File: src/rtl/spi_flash_pkg.sv
// Shared definitions for the SPI-flash READ sequencer: opcode default, FSM
// encoding and header/byte bit-count widths.
package spi_flash_pkg;

    localparam logic [7:0] CMD_RD_DEF = 8'h03;
    localparam int         HDR_BITS   = 32;
    localparam int         HDR_CNT_W  = $clog2(HDR_BITS);

    typedef enum logic [2:0] {
        ST_IDLE,
        ST_CS_SETUP,
        ST_CMD,
        ST_ADDR,
        ST_DATA,
        ST_CS_HOLD,
        ST_DONE
    } state_t;

endpackage

File: src/rtl/spi_clk_div.sv
// SCK half-period divider. Emits one tick every CLK_DIV enabled cycles, split
// into rise/fall according to the current SCK level.
module spi_clk_div #(
    parameter int CLK_DIV = 2
) (
    input  logic w_clk,
    input  logic w_rstn,
    input  logic en,
    input  logic clr,
    input  logic sck_lvl,
    output logic rise_tick,
    output logic fall_tick
);
    localparam int            CW   = (CLK_DIV > 1) ? $clog2(CLK_DIV) : 1;
    localparam logic [CW-1:0] LAST = CW'(CLK_DIV - 1);

    logic [CW-1:0] cnt;
    logic          tick;

    assign tick      = en && !clr && (cnt == LAST);
    assign rise_tick = tick && !sck_lvl;
    assign fall_tick = tick && sck_lvl;

    // Restarting from zero after a clear gives a full half-period on resume.
    always_ff @(posedge w_clk or negedge w_rstn) begin
        if (!w_rstn) begin
            cnt <= '0;
        end else if (clr || !en || tick) begin
            cnt <= '0;
        end else begin
            cnt <= cnt + 1'b1;
        end
    end

endmodule

File: src/rtl/spi_flash_rd_engine.sv
// SPI-flash READ (0x03) sequencer: shifts command + 24-bit address, reads len
// bytes and pushes each into the FIFO write side, stalling SCK while full.
module spi_flash_rd_engine
    import spi_flash_pkg::*;
#(
    parameter int          DATA_W  = 8,
    parameter int          LEN_W   = 16,
    parameter int          CLK_DIV = 2,
    parameter logic [7:0]  CMD_RD  = CMD_RD_DEF
) (
    input  logic              w_clk,
    input  logic              w_rstn,
    input  logic              start,
    input  logic [23:0]       addr,
    input  logic [LEN_W-1:0]  len,
    output logic              busy,
    output logic              done,
    output logic              spi_cs_n,
    output logic              spi_sck,
    output logic              spi_mosi,
    input  logic              spi_miso,
    input  logic              fifo_full,
    output logic [DATA_W-1:0] w_data,
    output logic              w_inc
);
    localparam int            BW       = (DATA_W > 1) ? $clog2(DATA_W) : 1;
    localparam logic [BW-1:0] BIT_LAST = BW'(DATA_W - 1);

    state_t                state;
    logic [30:0]           tx_sr;
    logic [DATA_W-2:0]     rx_sr;
    logic [DATA_W-1:0]     rx_next;
    logic [HDR_CNT_W-1:0]  hdr_cnt;
    logic [BW-1:0]         dat_cnt;
    logic [LEN_W-1:0]      len_cnt;
    logic                  pend;
    logic                  running;
    logic                  data_idle;
    logic                  rise_tick;
    logic                  fall_tick;

    assign rx_next = {rx_sr, spi_miso};
    assign w_inc   = pend && !fifo_full;
    assign running = (state == ST_CS_SETUP) || (state == ST_CMD) || (state == ST_ADDR) ||
                     (state == ST_DATA) || (state == ST_CS_HOLD);

    // At a byte boundary with SCK low: either a push is still pending or all bytes are in.
    assign data_idle = (state == ST_DATA) && !spi_sck && (dat_cnt == '0) &&
                       (pend || (len_cnt == '0));

    spi_clk_div #(.CLK_DIV(CLK_DIV)) u_clk_div (
        .w_clk    (w_clk),
        .w_rstn   (w_rstn),
        .en       (running),
        .clr      (!running || data_idle),
        .sck_lvl  (spi_sck),
        .rise_tick(rise_tick),
        .fall_tick(fall_tick)
    );

    always_ff @(posedge w_clk or negedge w_rstn) begin
        if (!w_rstn) begin
            state    <= ST_IDLE;
            busy     <= 1'b0;
            done     <= 1'b0;
            spi_cs_n <= 1'b1;
            spi_sck  <= 1'b0;
            spi_mosi <= 1'b0;
            w_data   <= '0;
            pend     <= 1'b0;
            tx_sr    <= '0;
            rx_sr    <= '0;
            hdr_cnt  <= '0;
            dat_cnt  <= '0;
            len_cnt  <= '0;
        end else begin
            done <= 1'b0;
            if (w_inc) begin
                pend <= 1'b0;
            end
            case (state)
                ST_IDLE: begin
                    if (start) begin
                        state    <= ST_CS_SETUP;
                        busy     <= 1'b1;
                        spi_cs_n <= 1'b0;
                        spi_mosi <= CMD_RD[7];
                        tx_sr    <= {CMD_RD[6:0], addr};
                        len_cnt  <= len;
                        hdr_cnt  <= '0;
                        dat_cnt  <= '0;
                    end
                end
                ST_CS_SETUP: begin
                    if (rise_tick) begin
                        state <= ST_CMD;
                    end
                end
                ST_CMD, ST_ADDR: begin
                    if (rise_tick) begin
                        spi_sck <= 1'b1;
                        hdr_cnt <= hdr_cnt + 1'b1;
                        if (hdr_cnt == HDR_CNT_W'(7)) begin
                            state <= ST_ADDR;
                        end
                    end else if (fall_tick) begin
                        spi_sck <= 1'b0;
                        tx_sr   <= {tx_sr[29:0], 1'b0};
                        // hdr_cnt has wrapped to zero once all 32 header bits were clocked
                        if (hdr_cnt == '0) begin
                            spi_mosi <= 1'b0;
                            state    <= (len_cnt == '0) ? ST_CS_HOLD : ST_DATA;
                        end else begin
                            spi_mosi <= tx_sr[30];
                        end
                    end
                end
                ST_DATA: begin
                    if (rise_tick) begin
                        spi_sck <= 1'b1;
                        rx_sr   <= rx_next[DATA_W-2:0];
                        if (dat_cnt == BIT_LAST) begin
                            dat_cnt <= '0;
                            w_data  <= rx_next;
                            pend    <= 1'b1;
                            len_cnt <= len_cnt - 1'b1;
                        end else begin
                            dat_cnt <= dat_cnt + 1'b1;
                        end
                    end else if (fall_tick) begin
                        spi_sck <= 1'b0;
                    end else if (data_idle && !pend) begin
                        state <= ST_CS_HOLD;
                    end
                end
                ST_CS_HOLD: begin
                    if (rise_tick) begin
                        state    <= ST_DONE;
                        spi_cs_n <= 1'b1;
                        done     <= 1'b1;
                    end
                end
                ST_DONE: begin
                    state <= ST_IDLE;
                    busy  <= 1'b0;
                end
                default: begin
                    state <= ST_IDLE;
                end
            endcase
        end
    end

endmodule

File: config.mk
export PLATFORM = sky130hd
export DESIGN_NAME = spi_flash_rd_engine
export DESIGN_NICKNAME = d
export VERILOG_FILES = /design/src/rtl/spi_flash_pkg.sv /design/src/rtl/spi_clk_div.sv /design/src/rtl/spi_flash_rd_engine.sv
export SDC_FILE = /design/constraint.sdc
export NUM_CORES = 1
export LEC_CHECK = 0
export CAP_MARGIN = 20
export CORE_UTILIZATION = 58
export CTS_BUF_LIST = sky130_fd_sc_hd__clkbuf_4 sky130_fd_sc_hd__clkbuf_8 sky130_fd_sc_hd__clkbuf_16
export DETAILED_ROUTE_END_ITERATION = 6
export PLACE_DENSITY_LB_ADDON = 0.1
export SLEW_MARGIN = 20
export SYNTH_ARGS = -nofsm -noshare
export SYNTH_HDL_FRONTEND = slang
export SYNTH_SLANG_ARGS = --single-unit
export TNS_END_PERCENT = 50
File: constraint.sdc
create_clock -name w_clk -period 6.6 [get_ports w_clk]
set_input_delay 1.32 -clock w_clk [delete_from_list [all_inputs] [get_ports w_clk]]
set_output_delay 1.32 -clock w_clk [all_outputs]
set_load 0.05 [all_outputs]
---- Yosys cells after proc, flatten, opt, wreduce, memory -nomap -nowiden ----
Cells that the tools add are included.
cells by class
  $add $sub $neg .......................... 4
  equality and inequality tests ........... 22
  multiplexer cells ....................... 45
  reduce and logical (&&, ||, !) cells .... 43
operator list
  kind                                                 number
  two-way mux 31 bit                                   3
  one-hot mux 31 bit (2 select lines)                  1
  two-way mux 16 bit                                   3
  two-way mux 3 bit                                    13
  one-hot mux 16 bit (2 select lines)                  1
  != test 2 bit (second input constant)                9
  zero test 16 bit                                     1
  two-way mux 1 bit                                    16
  subtractor 16 x 1 -> 16 bit (second input constant)  1
  one-hot mux 3 bit (5 select lines)                   1
  == test 3 bit (second input constant)                4
  AND reduction 3 bit                                  4
  two-way mux 5 bit                                    2
  one-hot mux 5 bit (2 select lines)                   1
  nonzero test 2 bit                                   5
  logical AND 1 bit                                    9
  != test 3 bit (second input constant)                3
  AND reduction 9 bit                                  1
  logical OR 1 bit                                     8
  AND reduction 4 bit                                  2
  == test 3 x 2 -> 1 bit (second input constant)       2
  zero test 3 bit                                      2
  one-hot mux 1 bit (2 select lines)                   3
  one-hot mux 3 bit (2 select lines)                   1
  11 further kinds                                     18
storage, ports and cells
  bits in registers ....................... 80
  bits of input ports ..................... 45
  output and inout port bits .............. 14

---- Longest topological paths before layout ----
  depth after elaboration ................. 14
  depth in mapped cells ................... 8
  mapped depth without buffers ............ 7

---- Cells and area by module ----
Synthesis repeated with hierarchy kept, for this count alone.
second synthesis, totals
  cells, all modules ...................... 420
  area total of the unflattened synthesis .. 3925.0 µm²
by module, submodules not included
  module               times used  cells each  area each (µm²)  sequential area each (µm²)
  spi_flash_rd_engine  1           416         3868.7           1978.1
  spi_clk_div          1           4           56.3             25.0

---- Worst setup path after synthesis ----
No wires, ideal clock.
  path type ............................... input to output
  from .................................... input fifo_full
  to ...................................... output w_inc
  arrival time ............................ 2.009 ns
  data required time ...................... 5.280 ns
  slack ................................... 3.271 ns
  cell stages on the path ................. 1
  path buffers ............................ 0
  cells stage by stage .................... nor2b_1
on the way
  cells in the longest elaborated chain, start to end .. 2
RTL lines
  element            line                       source
  from (decl)        spi_flash_rd_engine.sv:22  input logic fifo_full,
  zero test 1 bit    spi_flash_rd_engine.sv:43  assign w_inc = pend && !fifo_full;
  logical AND 1 bit  spi_flash_rd_engine.sv:43
  to (decl)          spi_flash_rd_engine.sv:24  output logic w_inc
Every way passes these cells.

---- Final worst setup path ----
Same ends and word-level chain as after synthesis.

==> flow_metrics.env <==
export IMPL_core_um2=6460
export IMPL_grt_pass1_wl_um=13300
export IMPL_worst_setup_path_end_kind="primary output"
export IMPL_power_density_nw_per_um2=195
export IMPL_critPathArrivalTime_ns=2.66
export IMPL_synthDistinctLibCells=56
export IMPL_grt_max_degree=81
export IMPL_drv_cap=0
export IMPL_period_share=0.603
export IMPL_seq_area_frac_synth=0.506
export IMPL_max_freq_mhz=251
export IMPL_final_instance_count_excl_fill=516
export IMPL_overflow=0
export IMPL_postSynthAreaPerCell_um2=10.3
export IMPL_status="completed"
export IMPL_die_w_um=84.6
export IMPL_die_area_um2=7160
export IMPL_cts_root_buf="clkbuf_8"
export IMPL_first_pass_iters=6
export IMPL_drc=0
export IMPL_synth_flop_cell="dfrtp_1"
export IMPL_rsz0062_at_grt="no"
export IMPL_n_fill_cell=469
export IMPL_syn_area_um2=3960
export IMPL_first_global_vias=2889
export IMPL_viasPerCell=5.76
export IMPL_path_class="input port to primary output"
export IMPL_drt_total_wl_um=7620
export IMPL_skew_ns=0.00918
export IMPL_synthArstFlopShare=1.00
export IMPL_finalSetupViolations=0
export IMPL_clkTransAtPathRegs_ns=0.08
export IMPL_grt_use_total=0.235
export IMPL_hold_ws_ns=0.485
export IMPL_maxSlewViolCount=0
export IMPL_hp_class="flip-flop to flip-flop"
export IMPL_slew_headroom=0.408
export IMPL_timing_setup_tns_ns=0
export IMPL_p_leak_nw=2.08
export IMPL_ant_nets=0
export IMPL_syn_to_final_growth_pct=21.7
export IMPL_globalRouteMet1Util=0.310
export IMPL_synth_edff_count=0
export IMPL_io_pins=59
export IMPL_peakVddDrop_uv=120
export IMPL_synth_area_leaders="dfrtp_1 50%, mux2i_1 6.6%, o21ai_0 5.8%, nand2_1 3.8%, a21oi_1 2.9%"
export IMPL_yosysTopAreaCell="dfrtp_1"
export IMPL_drtIter0Drc=145
export IMPL_postSynthCellCount=384
export IMPL_worstPathRequired_ns=5.28
export IMPL_post_synth_top_count_cell="dfrtp_1"
export IMPL_post_cts_setup_buffers=0
export IMPL_cts_tree="built"
export IMPL_clock_latency_ns=0.34
export IMPL_diodes=0
export IMPL_worst_pin_slew_ns=0.888
export IMPL_clock_sinks=80
export IMPL_ctsHoldBuffers=0
export IMPL_cp_max_fo=2
export IMPL_hold_viol_final=0
export IMPL_num_rows=29
export IMPL_ctsHtreeMaxLevel=3
export IMPL_synth_common_cells="79 x dfrtp_1, 46 x o21ai_0, 40 x nand2_1, 29 x nor2_1, 26 x mux2i_1"
export IMPL_clockBufferDepth=2
export IMPL_met3_usage=0.0452
export IMPL_syn_nets=435
export IMPL_ys_warnings_count=0
export IMPL_numCtsBuffers=9
export IMPL_layout_nets=486
export IMPL_period_needed_ns=3.98
export IMPL_grt_util_met2=0.384
export IMPL_num_vias=2970
export IMPL_synth_top_area_frac=0.499
export IMPL_synth_seq_cells=80
export IMPL_gp_congestion=0.806
export IMPL_dp_cells=500
export IMPL_grt_busiest_layer="met2"
export IMPL_hpwlAfterDp_um=5060
export IMPL_drive_gt1_frac=0.105
export IMPL_start_kind="input port"
export IMPL_post_drt_wl_per_cell_um=14.8
export IMPL_post_cts_resized=0
export IMPL_start_util=0.613
export IMPL_die_h_um=84.6
export IMPL_port_buffers=58
export IMPL_antenna_found_initial=0
[state kept, by name, indices dropped and copies added (netlist names), 3 cells and up]
name     count
rx_sr        7
len_cnt     16
tx_sr       31
dat_cnt      3
state        3
hdr_cnt      5
w_data       8
[report_power, final]
| group | leakage (nW) | switching, mW | internal [mW] |
|---|---|---|---|
| Combinational | 0.934 | 0.0234 | 0.0330 |
| Sequential | 1.05 | 0.00314 | 0.493 |
| Clock | 0.0980 | 0.171 | 0.215 |
[placed cells by master, fill, tap and decap left out, types with 4 or more instances in the layout]
master and count:
a21oi_1 23, a22o_1 6, buf_4 5, clkbuf_8 9
clkdlybuf4s50_1 57, dfrtp_1 79, ha_1 6, inv_1 10
mux2_1 8, mux2_2 9, mux2i_1 26, nand2_1 40
nand3_1 5, nor2_1 28, nor2b_1 4, nor3_1 8
o21ai_0 46, o22a_1 6
[metrics by stage]
step                worst slack (ns)  utilization  total power, mW  area [µm²]
global placement                2.63        0.709            0.559        4580
finish                          2.62        0.746            0.938        4820
floorplan                       3.27            -            0.520        3960
global route                    2.58        0.746            0.977        4820
detailed placement              2.62        0.709            0.560        4580
CTS                             2.62        0.742            0.945        4790
[cell families after synthesis]
family / share of synthesized area
AOI/OAI and AO/OA: 0.158
buffers and inverters: 0.0332
muxes: 0.114
DFF: 0.506
xor gates and xnor gates: 0.00885
adders and majority gates: 0.0190
and+or+nand+nor: 0.162
[worst paths after layout]
check | cells past startpoint | from | slack (ns) | to
setup / recovery | 3 | fifo_full | 2.62 | w_inc
hold / removal | 2 | tx_sr[2] | 0.49 | tx_sr[2]
setup reg to reg | 5 | state[1] | 3.71 | len_cnt[13]
hold reg to reg | 2 | tx_sr[2] | 0.49 | tx_sr[2]
max in group asynchronous | 2 | w_rstn | 5.14 | spi_mosi
min in group asynchronous | 1 | w_rstn | 0.88 | w_data[3]
[worst max-delay path: stages]
cell             delay (ns)
clkdlybuf4s50_1        0.42
nor2b_1                0.12
clkdlybuf4s50_1        0.80
[per-layer routing]
metal / wire length [µm] / share of wire
met1: 3520 / 0.46
met2: 3730 / 0.49
met3: 272 / 0.036
met4: 101 / 0.013
met5: 0 / 0
[area by class of cell]
type                            instances  area (µm²)  area share
Inverter                               10        37.5     0.00779
Tap cell                               77        96.3      0.0200
Multi-Input combinational cell        271        1830       0.380
Sequential cell                        80        2000       0.416
Clock inverter                          5        82.6      0.0171
Timing Repair Buffer                   63         636       0.132
Clock buffer                           10         131      0.0273
Power figures use the tool's default switching activity.
